===== src/rtl/cnt_updn_ld_if.sv =====
// Bus bundle for the up/down/load counter.
// master drives the load value and the count requests; slave is the counter,
// which returns the count and its status flags.
interface cnt_updn_ld_if #(
  parameter int WIDTH = 4
);
  logic [WIDTH-1:0] in;
  logic             latch;
  logic             dec;
  logic             inc;
  logic [WIDTH-1:0] count;
  logic             zero;
  logic             full;
  logic             tc;

  modport master (
    output in, latch, dec, inc,
    input  count, zero, full, tc
  );

  modport slave (
    input  in, latch, dec, inc,
    output count, zero, full, tc
  );
endinterface


===== src/rtl/cnt_updn_ld.sv =====
// Up/down counter with parallel load and a one-cycle terminal-count pulse.
// Per cycle the priority is: latch, then exactly one of inc/dec, else hold.
// SATURATE=1 clamps at 0 and at max; SATURATE=0 wraps modulo 2^WIDTH.
// Optional feature macro CNT_RELOAD_EN: adds a reload register, written by
// every latch, that is loaded into the count when a decrement hits 0.
// The bus interface instance must be built with the same WIDTH as this module.
module cnt_updn_ld #(
  parameter int WIDTH    = 4,
  parameter int SATURATE = 1
) (
  input  logic          clk,
  input  logic          rst,
  cnt_updn_ld_if.slave  bus
);

  localparam logic [WIDTH-1:0] CNT_MAX  = {WIDTH{1'b1}};
  localparam logic [WIDTH-1:0] CNT_ZERO = '0;
  localparam logic [WIDTH-1:0] CNT_ONE  = {{(WIDTH-1){1'b0}}, 1'b1};

  logic [WIDTH-1:0] count_q, count_d;
  logic             tc_q, tc_d;
  logic             do_inc, do_dec;

`ifdef CNT_RELOAD_EN
  logic [WIDTH-1:0] reload_q, reload_d;
`endif

  // inc and dec together cancel out, so only one-sided requests count
  assign do_inc = bus.inc & ~bus.dec;
  assign do_dec = bus.dec & ~bus.inc;

  // Next-state: load beats count; tc only pulses on 1->0 or on a max->0 wrap
  always_comb begin
    count_d = count_q;
    tc_d    = 1'b0;
`ifdef CNT_RELOAD_EN
    reload_d = reload_q;
`endif
    if (bus.latch) begin
      count_d = bus.in;
`ifdef CNT_RELOAD_EN
      reload_d = bus.in;
`endif
    end else if (do_inc) begin
      if (count_q != CNT_MAX) begin
        count_d = count_q + CNT_ONE;
      end else if (SATURATE == 0) begin
        count_d = CNT_ZERO;
        tc_d    = 1'b1;
      end
    end else if (do_dec) begin
      if (count_q != CNT_ZERO) begin
        count_d = count_q - CNT_ONE;
        tc_d    = (count_q == CNT_ONE);
      end else begin
`ifdef CNT_RELOAD_EN
        // Auto-reload takes precedence over both saturate and wrap at zero
        count_d = reload_q;
        tc_d    = 1'b1;
`else
        if (SATURATE == 0) begin
          count_d = CNT_MAX;
        end
`endif
      end
    end
  end

  // State registers, cleared immediately by the asynchronous reset
  always_ff @(posedge clk or posedge rst) begin
    if (rst) begin
      count_q <= CNT_ZERO;
      tc_q    <= 1'b0;
`ifdef CNT_RELOAD_EN
      reload_q <= CNT_ZERO;
`endif
    end else begin
      count_q <= count_d;
      tc_q    <= tc_d;
`ifdef CNT_RELOAD_EN
      reload_q <= reload_d;
`endif
    end
  end

  // Flags decode straight from the count register, so they track it with no lag
  assign bus.count = count_q;
  assign bus.tc    = tc_q;
  assign bus.zero  = (count_q == CNT_ZERO);
  assign bus.full  = (count_q == CNT_MAX);

endmodule


===== src/flat_wrapper.sv =====
// flat-port wrapper written by rule: the top's interface ports become plain ports
module cnt_updn_ld_flat 
#(
  parameter int WIDTH    = 4,
  parameter int SATURATE = 1
)
  (clk, rst, bus_in, bus_latch, bus_dec, bus_inc, bus_count, bus_zero, bus_full, bus_tc);
  cnt_updn_ld_if #(.WIDTH(WIDTH)) bus_i ();
  input  logic clk;
  input  logic rst;
  input wire logic [$bits(bus_i.in)-1:0] bus_in;
  input wire logic [$bits(bus_i.latch)-1:0] bus_latch;
  input wire logic [$bits(bus_i.dec)-1:0] bus_dec;
  input wire logic [$bits(bus_i.inc)-1:0] bus_inc;
  output wire logic [$bits(bus_i.count)-1:0] bus_count;
  output wire logic [$bits(bus_i.zero)-1:0] bus_zero;
  output wire logic [$bits(bus_i.full)-1:0] bus_full;
  output wire logic [$bits(bus_i.tc)-1:0] bus_tc;
  assign bus_i.in = bus_in;
  assign bus_i.latch = bus_latch;
  assign bus_i.dec = bus_dec;
  assign bus_i.inc = bus_inc;
  assign bus_count = bus_i.count;
  assign bus_zero = bus_i.zero;
  assign bus_full = bus_i.full;
  assign bus_tc = bus_i.tc;
  cnt_updn_ld #(.WIDTH(WIDTH), .SATURATE(SATURATE)) u_core (.clk(clk), .rst(rst), .bus(bus_i));
endmodule

===== config.mk =====
export PLATFORM = sky130hd
export DESIGN_NAME = cnt_updn_ld_flat
export DESIGN_NICKNAME = d
export VERILOG_FILES = /design/src/rtl/cnt_updn_ld_if.sv /design/src/rtl/cnt_updn_ld.sv /design/src/flat_wrapper.sv
export SDC_FILE = /design/constraint.sdc
export NUM_CORES = 1
export LEC_CHECK = 0
export ABC_AREA = 0
export BUFFER_PORTS_ARGS = -buffer_cell sky130_fd_sc_hd__buf_2
export CAP_MARGIN = 20
export CORE_AREA = 3 3 40 42
export CTS_CLUSTER_SIZE = 30
export DETAILED_ROUTE_END_ITERATION = 12
export DIE_AREA = 0 0 43 45
export GPL_TIMING_DRIVEN = 0
export PLACE_DENSITY = 0.56
export SKIP_CTS_REPAIR_TIMING = 1
export SYNTH_ARGS = -nofsm -noshare
export SYNTH_HDL_FRONTEND = slang
export SYNTH_SLANG_ARGS = --single-unit

===== constraint.sdc =====
create_clock -name clk -period 1.7 [get_ports clk]
set_input_delay 0.17 -clock clk [delete_from_list [all_inputs] [get_ports clk]]
set_output_delay 0.17 -clock clk [all_outputs]
set_load 0.1 [all_outputs]

==> flow_results.org <==
** Outcome
- The run finished with clean final reports.

** Final layout
- Highest-count cells in the layout ignoring fill and taps :: 13 x sky130_fd_sc_hd__buf_2, 4 x sky130_fd_sc_hd__mux2i_1, 4 x sky130_fd_sc_hd__clkbuf_4
- Flip-flop and latch area :: 135.1 sq um
- Number of filler instances in the final layout :: 131
- 0 antenna diodes ended up in the layout.
- Area Overhead vs Synth :: 52.22%
- Share of layout cells above drive strength 1 :: 58.33%
- Commonest non-fill, non-tap cell in the layout :: sky130_fd_sc_hd__buf_2
- Multi-input combinational cell area :: 276.5 sq um
- For this run, the post-layout net count is 73.

** Timing
- The worst path in the final design needs a cycle of 1.633 ns, including I/O delays and setup.
- Worst max-slew margin expressed relative to the limit :: 67.88%
- Pins over their slew limit :: 0
- Setup violations remaining at the end of the flow were counted as 0.
- Final worst hold slack :: 0.2176 ns
- Summed over all failing endpoints, the final setup total negative slack is 0 ns.
- Final critical-path share of the clock period :: 96.07%
- For the final database, setup skew stands at 0.004881 ns.
- Timing would allow up to 0.6123 GHz.
- For the pin with the worst max-slew slack, the measured transition is 0.4851 ns.
- Hold Vio Cnt, Final :: 0

** Clock network
- Counting along the longest clock path gives a buffer depth of 2.
- H-Tree Level Count :: 1
- Clock transition at the registers of the reported paths :: 0.04 ns
- The cell sitting at the root of the clock tree is a sky130_fd_sc_hd__clkbuf_4.
- Counting the buffers created by CTS gives 3.
- CTS sink cnt :: 5
- CTS tree :: done
- Insertion delay to the later sink of the worst-skew pair :: 0.25 ns

** Min path
- End point of the most critical hold path :: u_core.bus.count[0]
- The worst hold path was traced through 3 stages.
- The startpoint identified for the worst hold timing path is bus_in[0].
- The worst hold path belongs to the class primary input to register.

** Setup path
- Critical Path Sink Type :: primary output
- Crit path DAT :: 1.46 ns
- The worst register-to-register path begins at u_core.bus.count[0].
- The worst setup path is of the register to primary output kind.
- Nature of the critical path startpoint :: register
- Number of cell instances on the worst register-to-register path :: 5
- R2R Path End :: u_core.bus.count[2]
- Data required time of the critical path :: 1.53 ns
- Maximum fanout count along the critical path :: 6
- Across all register-to-register paths, the minimum setup slack is 0.08 ns.

** Die
- The die is 43 um wide.
- From bottom edge to top edge, the die measures 45 um.
- Effective utilization at floorplan :: 30.77%
- Number of rows created at floorplan :: 13
- In this run the count of I/O pins placed on the die edge is 16.
- DIE AREA :: 1935 sq um
- Placeable core region :: 1285 sq um

** Synth
- Yosys printed 0 warnings.
- Number of flip-flops and latches in the synthesized netlist :: 5
- The number of nets handed over by synthesis was 49.
- Summing every instance area after synthesis gives 395.4 sq um.
- A synthesized cell averages 10.69 sq um.
- Instance count of the mapped netlist :: 37
- The number of different library cells used by synthesis comes to 23.
- Sequential cells were found to cover 31.65% of the synthesized design area.

** Drt
- Per-cell via count in the routed design :: 4.933
- Drt first pass iters :: 4
- Count of nets left with antenna violations after detail routing :: 0
- For this run, design rule violations remaining after detail routing come to 0.
- Per-cell routed wire length :: 12.05 um
- Detailed Route WL :: 904 um
- DRC marker count from the first detailed-route iteration :: 3
- For this block, the via count after detailed routing is 370.

** Global routing
- Number of antenna violations at the first check in global routing :: 0
- For this run, the total global-route usage over all layers was measured as 11.20%.
- The first global-routing pass estimated 1538 um of wire.
- GR Overflow Total :: 0
- Entering global routing, the biggest net connects 9 pins.
- The via count of the first global-routing pass is 368.

** Flow run
- Max-cap violations in this run came to 0.

** Placement
- Routability-driven placement finished with a final weighted congestion of 0.6466.
- Sum of net half-perimeters after detailed placement :: 684.7 um
- During placement, the flow inserted port buffers numbering 15.

** Power and ir drop
- Maximum resistive drop on vdd :: 0.8377 mV
- Total power divided by cell area :: 1449 nW/um^2
- For this design the static power due to leakage is 0.2826 nW.
-- metal layers --
| layer | GRT usage, % | vias up | share of wire, % |
|---|---|---|---|
| li1 | - | 183 | - |
| met1 | 12.68 | 167 | 42 |
| met2 | 17.07 | 18 | 45 |
| met3 | 6.375 | 2 | 11 |
| met4 | 5.422 | 0 | 1.9 |
| met5 | 0 | - | 0 |
-- cell usage after synthesis --
| cell type | n | area share, % |
|---|---|---|
| sky130_fd_sc_hd__a21oi_1 | 1 | 1.3 |
| sky130_fd_sc_hd__a22o_1 | 2 | 4.4 |
| sky130_fd_sc_hd__and3_2 | 1 | 1.9 |
| sky130_fd_sc_hd__and4_1 | 1 | 2.2 |
| sky130_fd_sc_hd__clkinv_1 | 1 | 0.95 |
| sky130_fd_sc_hd__dfrtp_1 | 5 | 32 |
| sky130_fd_sc_hd__ha_1 | 3 | 9.5 |
| sky130_fd_sc_hd__inv_1 | 3 | 2.8 |
| sky130_fd_sc_hd__mux2_2 | 1 | 2.8 |
| sky130_fd_sc_hd__mux2i_1 | 4 | 10 |
| sky130_fd_sc_hd__nand2b_1 | 1 | 1.6 |
| sky130_fd_sc_hd__nand2b_4 | 1 | 3.5 |
| sky130_fd_sc_hd__nand3_1 | 1 | 1.3 |
| sky130_fd_sc_hd__nor2_1 | 2 | 1.9 |
| sky130_fd_sc_hd__nor3_1 | 2 | 2.5 |
| sky130_fd_sc_hd__nor3_2 | 1 | 2.5 |
| sky130_fd_sc_hd__nor3b_2 | 1 | 3.2 |
| sky130_fd_sc_hd__nor4bb_1 | 1 | 2.5 |
| sky130_fd_sc_hd__o21ai_1 | 1 | 1.3 |
| sky130_fd_sc_hd__o221ai_4 | 1 | 6.6 |
| sky130_fd_sc_hd__o22ai_1 | 1 | 1.6 |
| sky130_fd_sc_hd__or3_1 | 1 | 1.6 |
| sky130_fd_sc_hd__xor2_1 | 1 | 2.2 |
-- registers in the layout, summed over array words and instances, names as in the netlist --
signal / flops
u_core.bus.count: 4
u_core.bus.tc: 1
-- logic make-up after synthesis --
group                      Yosys count  synth area share [%]
adders and majority gates            3                 9.495
buffers and inverters                4                 3.796
muxes                                5                 12.97
DFF                                  5                 31.65
and+or+nand+nor                     13                 24.69
AOI/OAI and AO/OA                    6                 15.19
xor gates and xnor gates             1                 2.216
-- how the worst max path moves through the flow --
stage / end / slack, ns / start
floorplan: u_core.bus.count[3] / -0.74 / u_core.bus.count[1]
global placement: u_core.bus.count[2] / 0.04 / u_core.bus.count[0]
detailed placement: u_core.bus.count[2] / 0.03 / u_core.bus.count[0]
CTS: bus_zero / -0.15 / u_core.bus.count[0]
global route: u_core.bus.count[2] / -0.002 / u_core.bus.count[0]
finish: bus_zero / 0.07 / u_core.bus.count[1]
-- area by class of cell --
cell class / instances / area share [%]
multi-input cells: 28 / 45.95
flip-flops and latches: 5 / 22.45
repair buffers: 19 / 20.79
clock buffers: 4 / 4.366
inverters: 4 / 3.326
well taps: 15 / 3.119
-- report_power, final --
group	switching [mW]	internal [mW]
combinational	0.359	0.155
clock	0.0519	0.0890
sequential	0.0592	0.159
-- worst max-delay path: stages (launching register included) --
cell	delay [ns]
sky130_fd_sc_hd__dfrtp_4	0.51
sky130_fd_sc_hd__inv_4	0.08
sky130_fd_sc_hd__ha_4	0.13
sky130_fd_sc_hd__nor3b_4	0.29
sky130_fd_sc_hd__buf_12	0.22
-- per-stage QoR --
stage	cell area, sq um	cells	total power, mW	util [%]	setup slack (ns)
floorplan	429.2	37	0.6208	-	-0.7356
global placement	523.0	67	0.6990	40.70	0.03793
detailed placement	523.0	67	0.7052	40.70	0.02563
CTS	549.3	71	0.8522	42.75	-0.1475
global route	601.8	75	0.9285	46.84	-0.002272
finish	601.8	75	0.8723	46.84	0.06677
Note: power is estimated with default switching activity, not from simulation.
